## config.mk

```make
export PLATFORM = sky130hd
export DESIGN_NAME = rs_wakeup_select_flat
export DESIGN_NICKNAME = d
export VERILOG_FILES = /design/src/rtl/rs_wakeup_select_if.sv /design/src/rtl/rs_wakeup_select.sv /design/src/flat_wrapper.sv
export SDC_FILE = /design/constraint.sdc
export NUM_CORES = 2
export LEC_CHECK = 0
export ABC_AREA = 1
export BUFFER_PORTS_ARGS = -buffer_cell sky130_fd_sc_hd__buf_2
export CAP_MARGIN = 10
export CORE_MARGIN = 2
export CORE_UTILIZATION = 54
export DETAILED_ROUTE_END_ITERATION = 10
export PLACE_DENSITY = 0.77
export SLEW_MARGIN = 25
export SYNTH_ARGS = -nofsm -noshare
export SYNTH_HDL_FRONTEND = slang
export SYNTH_SLANG_ARGS = --single-unit
```

## constraint.sdc

```tcl
create_clock -name clock -period 27.4 [get_ports clock]
set_input_delay 2.74 -clock clock [delete_from_list [all_inputs] [get_ports clock]]
set_output_delay 2.74 -clock clock [all_outputs]
set_load 0.02 [all_outputs]
```

## src/rtl/rs_wakeup_select_if.sv

```systemverilog
// Bus interface for the reservation-station wakeup/select block.
// Carries the dispatch handshake, CDB broadcast, CAM table/hit exchange,
// flush and the issue handshake. The slave modport is the RS side; the
// master modport is the surrounding pipeline (dispatch, CDB, CAM and FU).
interface rs_wakeup_select_if #(
  parameter int LENGTH    = 16,
  parameter int WIDTH     = 2,
  parameter int NUM_TAGS  = 3,
  parameter int TAG_SIZE  = 6,
  parameter int PAYLOAD_W = 32
) ();

  localparam int IDX_W = (LENGTH > 1) ? $clog2(LENGTH) : 1;

  logic                                          flush;
  logic                                          dispatch_valid;
  logic                                          dispatch_ready;
  logic [WIDTH-1:0][TAG_SIZE-1:0]                dispatch_src_tag;
  logic [WIDTH-1:0]                              dispatch_src_rdy;
  logic [TAG_SIZE-1:0]                           dispatch_dest_tag;
  logic [PAYLOAD_W-1:0]                          dispatch_payload;
  logic [NUM_TAGS-1:0]                           cdb_valid;
  logic [NUM_TAGS-1:0][TAG_SIZE-1:0]             cdb_tag;
  logic [LENGTH-1:0][WIDTH-1:0][TAG_SIZE-1:0]    table_out;
  logic [LENGTH-1:0][WIDTH-1:0][NUM_TAGS-1:0]    cam_hits;
  logic                                          issue_valid;
  logic                                          issue_ready;
  logic [WIDTH-1:0][TAG_SIZE-1:0]                issue_src_tag;
  logic [TAG_SIZE-1:0]                           issue_dest_tag;
  logic [PAYLOAD_W-1:0]                          issue_payload;
  logic [IDX_W-1:0]                              issue_idx;

  modport slave (
    input  flush, dispatch_valid, dispatch_src_tag, dispatch_src_rdy,
           dispatch_dest_tag, dispatch_payload, cdb_valid, cdb_tag,
           cam_hits, issue_ready,
    output dispatch_ready, table_out, issue_valid, issue_src_tag,
           issue_dest_tag, issue_payload, issue_idx
  );

  modport master (
    output flush, dispatch_valid, dispatch_src_tag, dispatch_src_rdy,
           dispatch_dest_tag, dispatch_payload, cdb_valid, cdb_tag,
           cam_hits, issue_ready,
    input  dispatch_ready, table_out, issue_valid, issue_src_tag,
           issue_dest_tag, issue_payload, issue_idx
  );

endinterface

```

## src/rtl/rs_wakeup_select.sv

```systemverilog
// Reservation-station entry store with CAM-driven wakeup and single issue
// select per cycle. Stored source tags go out on table_out to the external
// tag-match CAM; its hit matrix sets operand-ready bits. Dispatch writes the
// lowest free slot, with same-cycle CDB bypass on the source tags.
// Optional build macro RS_AGE_SELECT_EN: when defined, an age matrix picks the
// oldest eligible entry; otherwise the lowest-index eligible entry issues.
module rs_wakeup_select #(
  parameter int LENGTH    = 16,
  parameter int WIDTH     = 2,
  parameter int NUM_TAGS  = 3,
  parameter int TAG_SIZE  = 6,
  parameter int PAYLOAD_W = 32
) (
  input  logic              clock,
  input  logic              reset,
  rs_wakeup_select_if.slave bus
);

  localparam int IDX_W = (LENGTH > 1) ? $clog2(LENGTH) : 1;

  logic [LENGTH-1:0]                           valid;
  logic [LENGTH-1:0][WIDTH-1:0]                rdy;
  logic [LENGTH-1:0][WIDTH-1:0][TAG_SIZE-1:0]  src_tag;
  logic [LENGTH-1:0][TAG_SIZE-1:0]             dest_tag;
  logic [LENGTH-1:0][PAYLOAD_W-1:0]            payload;

  logic [LENGTH-1:0][WIDTH-1:0]                wake;
  logic [LENGTH-1:0]                           eligible;
  logic [LENGTH-1:0]                           free_oh;
  logic                                        free_found;
  logic [LENGTH-1:0]                           sel_oh;
  logic [WIDTH-1:0]                            byp_rdy;
  logic                                        dispatch_fire;
  logic                                        issue_fire;

  logic [WIDTH-1:0][TAG_SIZE-1:0]              sel_src;
  logic [TAG_SIZE-1:0]                         sel_dest;
  logic [PAYLOAD_W-1:0]                        sel_pay;
  logic [IDX_W-1:0]                            sel_idx;

  assign bus.dispatch_ready = ~(&valid);
  assign bus.issue_valid    = |eligible;
  assign bus.table_out      = src_tag;
  assign dispatch_fire      = bus.dispatch_valid & bus.dispatch_ready;
  assign issue_fire         = bus.issue_ready & bus.issue_valid;

  // Reduce CAM hits per operand and derive issue eligibility from registered state
  always_comb begin
    wake     = '0;
    eligible = '0;
    for (int i = 0; i < LENGTH; i++) begin
      for (int s = 0; s < WIDTH; s++) begin
        wake[i][s] = |bus.cam_hits[i][s];
      end
      eligible[i] = valid[i] & (&rdy[i]);
    end
  end

  // Lowest-index slot that is free at the start of the cycle
  always_comb begin
    free_oh    = '0;
    free_found = 1'b0;
    for (int i = 0; i < LENGTH; i++) begin
      if (!valid[i] && !free_found) begin
        free_oh[i] = 1'b1;
        free_found = 1'b1;
      end
    end
  end

  // Operands already ready or produced by this cycle's broadcasts
  always_comb begin
    byp_rdy = bus.dispatch_src_rdy;
    for (int s = 0; s < WIDTH; s++) begin
      for (int k = 0; k < NUM_TAGS; k++) begin
        if (bus.cdb_valid[k] && (bus.cdb_tag[k] == bus.dispatch_src_tag[s])) begin
          byp_rdy[s] = 1'b1;
        end
      end
    end
  end

`ifdef RS_AGE_SELECT_EN
  // older[j][i] set means entry j was dispatched before entry i
  logic [LENGTH-1:0][LENGTH-1:0] older;
  logic [LENGTH-1:0]             has_older;

  // Oldest-first select: eligible entry with no eligible older entry
  always_comb begin
    has_older = '0;
    for (int i = 0; i < LENGTH; i++) begin
      for (int j = 0; j < LENGTH; j++) begin
        if (eligible[j] && older[j][i]) begin
          has_older[i] = 1'b1;
        end
      end
    end
    sel_oh = eligible & ~has_older;
  end

  // Age matrix: new entry is younger than every currently valid entry
  always_ff @(posedge clock or posedge reset) begin
    if (reset) begin
      older <= '0;
    end else if (bus.flush) begin
      older <= '0;
    end else if (dispatch_fire) begin
      for (int i = 0; i < LENGTH; i++) begin
        if (free_oh[i]) begin
          for (int j = 0; j < LENGTH; j++) begin
            older[j][i] <= (j != i) ? valid[j] : 1'b0;
            older[i][j] <= 1'b0;
          end
        end
      end
    end
  end
`else
  logic sel_found;

  // Lowest-index eligible entry wins
  always_comb begin
    sel_oh    = '0;
    sel_found = 1'b0;
    for (int i = 0; i < LENGTH; i++) begin
      if (eligible[i] && !sel_found) begin
        sel_oh[i] = 1'b1;
        sel_found = 1'b1;
      end
    end
  end
`endif

  // One-hot mux of the selected entry onto the issue outputs, zero when idle
  always_comb begin
    sel_src  = '0;
    sel_dest = '0;
    sel_pay  = '0;
    sel_idx  = '0;
    for (int i = 0; i < LENGTH; i++) begin
      if (sel_oh[i]) begin
        sel_src  = src_tag[i];
        sel_dest = dest_tag[i];
        sel_pay  = payload[i];
        sel_idx  = IDX_W'(i);
      end
    end
  end

  assign bus.issue_src_tag  = sel_src;
  assign bus.issue_dest_tag = sel_dest;
  assign bus.issue_payload  = sel_pay;
  assign bus.issue_idx      = sel_idx;

  // Entry store: wakeup, issue release and dispatch write; flush squashes all
  always_ff @(posedge clock or posedge reset) begin
    if (reset) begin
      valid    <= '0;
      rdy      <= '0;
      src_tag  <= '0;
      dest_tag <= '0;
      payload  <= '0;
    end else if (bus.flush) begin
      valid <= '0;
      rdy   <= '0;
    end else begin
      for (int i = 0; i < LENGTH; i++) begin
        if (valid[i]) begin
          rdy[i] <= rdy[i] | wake[i];
        end
        if (issue_fire && sel_oh[i]) begin
          valid[i] <= 1'b0;
        end
        if (dispatch_fire && free_oh[i]) begin
          valid[i]    <= 1'b1;
          rdy[i]      <= byp_rdy;
          src_tag[i]  <= bus.dispatch_src_tag;
          dest_tag[i] <= bus.dispatch_dest_tag;
          payload[i]  <= bus.dispatch_payload;
        end
      end
    end
  end

endmodule

```

## src/flat_wrapper.sv

```systemverilog
// flat-port wrapper written by rule: the top's interface ports become plain ports
module rs_wakeup_select_flat 
#(
  parameter int LENGTH    = 16,
  parameter int WIDTH     = 2,
  parameter int NUM_TAGS  = 3,
  parameter int TAG_SIZE  = 6,
  parameter int PAYLOAD_W = 32
)
  (clock, reset, bus_flush, bus_dispatch_valid, bus_dispatch_src_tag, bus_dispatch_src_rdy, bus_dispatch_dest_tag, bus_dispatch_payload, bus_cdb_valid, bus_cdb_tag, bus_cam_hits, bus_issue_ready, bus_dispatch_ready, bus_table_out, bus_issue_valid, bus_issue_src_tag, bus_issue_dest_tag, bus_issue_payload, bus_issue_idx);
  rs_wakeup_select_if #(.LENGTH(LENGTH), .WIDTH(WIDTH), .NUM_TAGS(NUM_TAGS), .TAG_SIZE(TAG_SIZE), .PAYLOAD_W(PAYLOAD_W)) bus_i ();
  input  logic clock;
  input  logic reset;
  input wire logic [$bits(bus_i.flush)-1:0] bus_flush;
  input wire logic [$bits(bus_i.dispatch_valid)-1:0] bus_dispatch_valid;
  input wire logic [$bits(bus_i.dispatch_src_tag)-1:0] bus_dispatch_src_tag;
  input wire logic [$bits(bus_i.dispatch_src_rdy)-1:0] bus_dispatch_src_rdy;
  input wire logic [$bits(bus_i.dispatch_dest_tag)-1:0] bus_dispatch_dest_tag;
  input wire logic [$bits(bus_i.dispatch_payload)-1:0] bus_dispatch_payload;
  input wire logic [$bits(bus_i.cdb_valid)-1:0] bus_cdb_valid;
  input wire logic [$bits(bus_i.cdb_tag)-1:0] bus_cdb_tag;
  input wire logic [$bits(bus_i.cam_hits)-1:0] bus_cam_hits;
  input wire logic [$bits(bus_i.issue_ready)-1:0] bus_issue_ready;
  output wire logic [$bits(bus_i.dispatch_ready)-1:0] bus_dispatch_ready;
  output wire logic [$bits(bus_i.table_out)-1:0] bus_table_out;
  output wire logic [$bits(bus_i.issue_valid)-1:0] bus_issue_valid;
  output wire logic [$bits(bus_i.issue_src_tag)-1:0] bus_issue_src_tag;
  output wire logic [$bits(bus_i.issue_dest_tag)-1:0] bus_issue_dest_tag;
  output wire logic [$bits(bus_i.issue_payload)-1:0] bus_issue_payload;
  output wire logic [$bits(bus_i.issue_idx)-1:0] bus_issue_idx;
  assign bus_i.flush = bus_flush;
  assign bus_i.dispatch_valid = bus_dispatch_valid;
  assign bus_i.dispatch_src_tag = bus_dispatch_src_tag;
  assign bus_i.dispatch_src_rdy = bus_dispatch_src_rdy;
  assign bus_i.dispatch_dest_tag = bus_dispatch_dest_tag;
  assign bus_i.dispatch_payload = bus_dispatch_payload;
  assign bus_i.cdb_valid = bus_cdb_valid;
  assign bus_i.cdb_tag = bus_cdb_tag;
  assign bus_i.cam_hits = bus_cam_hits;
  assign bus_i.issue_ready = bus_issue_ready;
  assign bus_dispatch_ready = bus_i.dispatch_ready;
  assign bus_table_out = bus_i.table_out;
  assign bus_issue_valid = bus_i.issue_valid;
  assign bus_issue_src_tag = bus_i.issue_src_tag;
  assign bus_issue_dest_tag = bus_i.issue_dest_tag;
  assign bus_issue_payload = bus_i.issue_payload;
  assign bus_issue_idx = bus_i.issue_idx;
  rs_wakeup_select #(.LENGTH(LENGTH), .WIDTH(WIDTH), .NUM_TAGS(NUM_TAGS), .TAG_SIZE(TAG_SIZE), .PAYLOAD_W(PAYLOAD_W)) u_core (.clock(clock), .reset(reset), .bus(bus_i));
endmodule
```

# Word-level counts from Yosys, hierarchy flattened
# Cells that the tools add are included.
# word_totals
reg_bits,848
in_bits,174
word_cells,543
# classes
n_eq_ne,6
mux,195
bitwise_logic,36
n_reduce_logical,210
# ops
cell,count
$mux 32,17
$mux 12,16
$mux 1,99
$mux 6,16
$reduce_bool 3->1,32
$reduce_or 3->1,32
$logic_and 1x1->1,68
$mux 2,34
$reduce_and 2->1,32
$logic_not 1->1,44
$eq 6x6->1,6
$mux 4,8
$or 2x2->2,16
$and 1x1->1,18
$mux 16,1
$reduce_and 16->1,1
$reduce_or 16->1,1
$mux 3,4
$not 1->1,2

# Longest topological paths before layout
# depth
word_depth,52
mapped_depth,16

# Least setup slack after synthesis
# No wires, ideal clock.
# synth_timing
kind,reg2out
startpoint,reg u_core.valid[0]
endpoint,out bus_issue_src_tag[10]
t_arrival_ns,2.039
required_time_ns,24.660
path_slack_ns,22.621
stages_incl_launch_ff,14
path_buffers,2
path_cell_list,dfrtp_1 > nand3_2 > nand2_2 > nor2_4 > nand3_2 > nor2_1 > nand3_1 > buf_2 > clkinv_2 > buf_2 > nand2_1 > nand3_1 > nand2_1 > nand2_1
# synth_via
elab_chain_cells,48
elab_cells_between_ends,77
# synth_rtl
element,line,text
from (decl),rs_wakeup_select.sv:21,logic [LENGTH-1:0] valid;
from (signal assigned),rs_wakeup_select.sv:158,valid <= '0;
from (signal assigned),rs_wakeup_select.sv:164,valid <= '0;
"from (signal, indexed assignment)",rs_wakeup_select.sv:172,valid[i] <= 1'b0;
$and 1x1->1 (*),rs_wakeup_select.sv:55,eligible[i] = valid[i] & (&rdy[i]);
$mux 1 (*),rs_wakeup_select.sv:126,if (eligible[i] && !sel_found) begin
$logic_not 1->1,rs_wakeup_select.sv:126,
$logic_and 1x1->1,rs_wakeup_select.sv:126,
$mux 1,rs_wakeup_select.sv:126,
$logic_not 1->1,rs_wakeup_select.sv:126,
$logic_and 1x1->1,rs_wakeup_select.sv:126,
$mux 1,rs_wakeup_select.sv:126,
[32 not listed],n/a,
$mux 1,rs_wakeup_select.sv:126,
$logic_not 1->1,rs_wakeup_select.sv:126,
$logic_and 1x1->1,rs_wakeup_select.sv:126,
$mux 1,rs_wakeup_select.sv:126,
$logic_not 1->1,rs_wakeup_select.sv:126,
$logic_and 1x1->1,rs_wakeup_select.sv:126,
$mux 1,rs_wakeup_select.sv:126,
$mux 12 (*),rs_wakeup_select.sv:141,if (sel_oh[i]) begin
to (decl),flat_wrapper.sv:27,output wire logic [$bits(bus_i.issue_src_tag)-1:0] bus_issue_src_tag;
# Every way passes the cells marked *; elsewhere a longest branch is shown, timed or not.

# Worst setup path in the final report
# layout_timing
startpoint,reg u_core.valid[0]
endpoint,out bus_issue_payload[20]
# layout_via
elab_chain_cells,48
elab_cells_between_ends,77
# layout_rtl
element,line,text
$and 1x1->1 (*),rs_wakeup_select.sv:55,
$mux 1 (*),rs_wakeup_select.sv:126,
$logic_not 1->1,rs_wakeup_select.sv:126,
$logic_and 1x1->1,rs_wakeup_select.sv:126,
$mux 1,rs_wakeup_select.sv:126,
$logic_not 1->1,rs_wakeup_select.sv:126,
$logic_and 1x1->1,rs_wakeup_select.sv:126,
$mux 1,rs_wakeup_select.sv:126,
[32 not listed],n/a,
$mux 1,rs_wakeup_select.sv:126,
$logic_not 1->1,rs_wakeup_select.sv:126,
$logic_and 1x1->1,rs_wakeup_select.sv:126,
$mux 1,rs_wakeup_select.sv:126,
$logic_not 1->1,rs_wakeup_select.sv:126,
$logic_and 1x1->1,rs_wakeup_select.sv:126,
$mux 1,rs_wakeup_select.sv:126,
$mux 32 (*),rs_wakeup_select.sv:141,
to (decl),flat_wrapper.sv:29,output wire logic [$bits(bus_i.issue_payload)-1:0] bus_issue_payload;
# Marked as above.

==> metrics.csv <==
stage;metric;value;unit
logic_synthesis;yosys warns;0;
sta;worst-margin pin slew;1.060;ns
sta;RSZ-0062 raised after global routing;no;
grt;antenna violations before repair;15;
setup_path;R2R Path Start;u_core.valid[0];
logic_synthesis;EDFF count, synth;0;
cts;hold_buf cts;0;
cts;Worst-Skew Late Latency;0.65;ns
sta;Final WS setup;19.51;ns
cells_and_area;NumNets Final;5573;
setup_path;CP endpoint;bus_issue_payload[20];
setup_path;CP startpoint kind;flop;
setup_path;CP cell instances;nand3_2, nand2_2, nor2_4, buf_4, nand3_2, nor3_4, nand4_1, inv_2, nor2_1, nand2_1, nand2_1, nand2_1, buf_2;
place;I/O Buffers;421;
min_path;type of the worst min-delay path;flop to flop;
setup_path;Worst EP required;24.66;ns
sta;Tmin final;7.887;ns
cells_and_area;Filler Cells Inserted;6319;
die;Vert. Die Dim;277.4;µm
cts;post-CTS sizing;0;
logic_synthesis;Avg Inst Size Synth;7.804;µm²
grt;GR Overflow Total;0;
setup_path;worst reg2reg path endpoint;u_core.bus.table_out[1];
logic_synthesis;Post-synth ARST share;100.0;%
die;row cnt;100;
cells_and_area;post-route insts no fill;6447;
grt;largest net degree at the start of global routing;174;
drt;Antenna Nets Post-Route;0;
die;Core Box Area;0.07420;mm²
sta;f_max;126.8;MHz
grt;first-pass GRT wire length;205.0;mm
power_and_ir_drop;P_leak;24.19;nW
cells_and_area;share of cells above drive strength 1;13.32;%
setup_path;crit-path max FO;53;
sta;clk_skew;0.02576;ns
drt;drt first pass iters;8;
cts;Num CTS Buffers;88;
status;outcome;complete, no violations;
cts;CTS tree;built;
run;max-cap viol count;0;
cells_and_area;Area growth, synth to finish;13.43;%
setup_path;CP dominant cell by count;nand2_1;
grt;vias in the first global route;34564;
cts;H-tree lvl count;3;
sta;Slew headroom;29.14;%
logic_synthesis;ranking of synthesized cells by area;dfrtp_1 53%, nand2_1 15%, o21ai_0 6.2%;
place;Post-DP HPWL;88.67;mm
power_and_ir_drop;Design Power;0.002817;W
setup_path;Buf/Inv on CP;3;
setup_path;slowest stage delay, CP;0.97;ns
cts;Clk Tree Root Cell;clkbuf_16;
logic_synthesis;synth cell count leaders;1,568 x nand2_1, 848 x dfrtp_1, 567 x inv_1, 502 x o21ai_0, 368 x nor2_1;
cts;Clock Path Buffers;3;
logic_synthesis;main flop type after synthesis;dfrtp_1;
cts;clock sinks;848;
cts;CTS clk-pin slew, worst paths;0.06;ns
logic_synthesis;Mapped Area;0.04035;mm²
sta;crit share post-route;28.79;%
die;total I/O pin count;422;
setup_path;Critical Path Stages;13;
setup_path;CP max stage cell;inv_2;
logic_synthesis;post-synthesis instance total;5171;
logic_synthesis;post-synth cell types;41;
setup_path;Worst R2R Setup Slack;23.26;ns
drt;Wirelength per Cell;20.83;µm
logic_synthesis;syn nets;5345;
cts;postcts setup bufs;0;
grt;Total GRT Usage;34.75;%
setup_path;Worst Reg-to-Reg Cells;14;
setup_path;critical path class;flop to output port;
logic_synthesis;count leader, synth;nand2_1;
die;Die Wd;277.4;µm
sta;hold slack;0.4784;ns
sta;Finish-stage setup viols;0;
logic_synthesis;top-area cell type share of the netlist area;52.59;%
logic_synthesis;sequential fraction of the synthesis area;52.59;%
power_and_ir_drop;Max IR drop VDD;0.00005497;V
drt;Vias;36399;
place;dpl ws;20.27;ns
sta;final max-slew violation count;0;
sta;setup TNS;0;ns
die;Initial Util;54.39;%
setup_path;Top Family by Delay on Critical Path;simple AND/OR/NAND/NOR gates;
power_and_ir_drop;pwr dens;61.54;mW/mm²
setup_path;Worst EP arrival;5.15;ns
place;routability cong.;0.9783;
drt;DRT Wirelength;134.3;mm
logic_synthesis;#FFs+latches synth;848;
die;die area;0.07693;mm²
setup_path;Crit. Startpoint;u_core.valid[0];
drt;DR vias/cell;5.646;
logic_synthesis;Yosys top cell by area;dfrtp_1;
setup_path;crit end category;output port;
sta;final hold vios;0;
drt;DRT iter0 DRCs;3944;
place;dpl cells;6274;
drt;# DRC;0;
-- kinds of logic after synthesis --
logic type | share of synthesized area [%]
AND/OR/NAND/NOR | 24.56
flip-flops | 52.59
AO/OA/AOI/OAI | 13.32
XOR/XNOR | 0.1954
buffers and inverters | 9.333
-- state kept, by name, summed over array words and instances, names as in the netlist --
register              count
u_core.bus.table_out    192
u_core.dest_tag          96
u_core.payload          512
u_core.rdy               32
u_core.valid             16
-- through the flow --
stage | area (µm²) | util [%]
floorplan | 40350 | -
global placement | 42600 | 57.42
detailed placement | 42600 | 57.42
CTS | 45620 | 61.49
global route | 45760 | 61.67
finish | 45770 | 61.69
-- metal layers --
layer  wire [µm]  GRT usage, %
met1       48490         41.42
met2       64060         57.59
met3       10930         6.115
met4       10780         23.91
met5          20             0
-- layout make-up --
cell class	instances	area, µm²	share of cell area, %
multi-input combinational	3408	15500	33.86
timing repair buffer	474	2609	5.700
clock buffer	127	2590	5.659
inverter	579	2186	4.776
antenna	11	27.53	0.06014
tap	969	1212	2.649
clock inverter	31	429.2	0.9376
sequential	848	21220	46.36
-- worst reg2reg max path, cell delays in order (launching register included) --
cell	delay, ns
dfrtp_1	0.56
nand3_2	0.18
nor2_2	0.06
nand3_2	0.14
nor2_2	0.06
nand2_1	0.12
nor2_2	0.06
a21oi_2	0.46
buf_4	0.28
nand2_1	0.13
nor2_4	0.41
buf_4	0.71
inv_1	0.56
nand2_1	0.14
o21ai_0	0.10
-- report_power, final --
part | total, W | leakage, nW | internal, W | switching (W)
clock | 0.00126 | 1.50 | 0.000742 | 0.000514
combinational | 0.000218 | 11.6 | 0.0000643 | 0.000154
sequential | 0.00134 | 11.1 | 0.00131 | 0.0000320
-- worst min-delay path by stage --
stage               cells after the start           startpoint             endpoint
floorplan                               2  u_core.payload[369]  u_core.payload[369]
global placement                        2  u_core.payload[303]  u_core.payload[303]
detailed placement                      2  u_core.dest_tag[78]  u_core.dest_tag[78]
CTS                                     2  u_core.payload[369]  u_core.payload[369]
global route                            2  u_core.payload[289]  u_core.payload[289]
finish                                  2  u_core.payload[346]  u_core.payload[346]
-- cell usage in the layout, fill, tap and decap left out, types with 18 or more instances in the layout --
cell	instances
nand2_1	1566
dfrtp_1	848
inv_1	564
o21ai_0	502
buf_2	421
nor2_1	357
o21ai_1	246
nand3_1	215
o21a_1	114
a21oi_1	108
nand4_1	100
clkbuf_16	89
or2_2	56
buf_4	45
nor3_1	34
clkbuf_8	22
clkinv_2	18
Power figures use the tool's default switching activity.
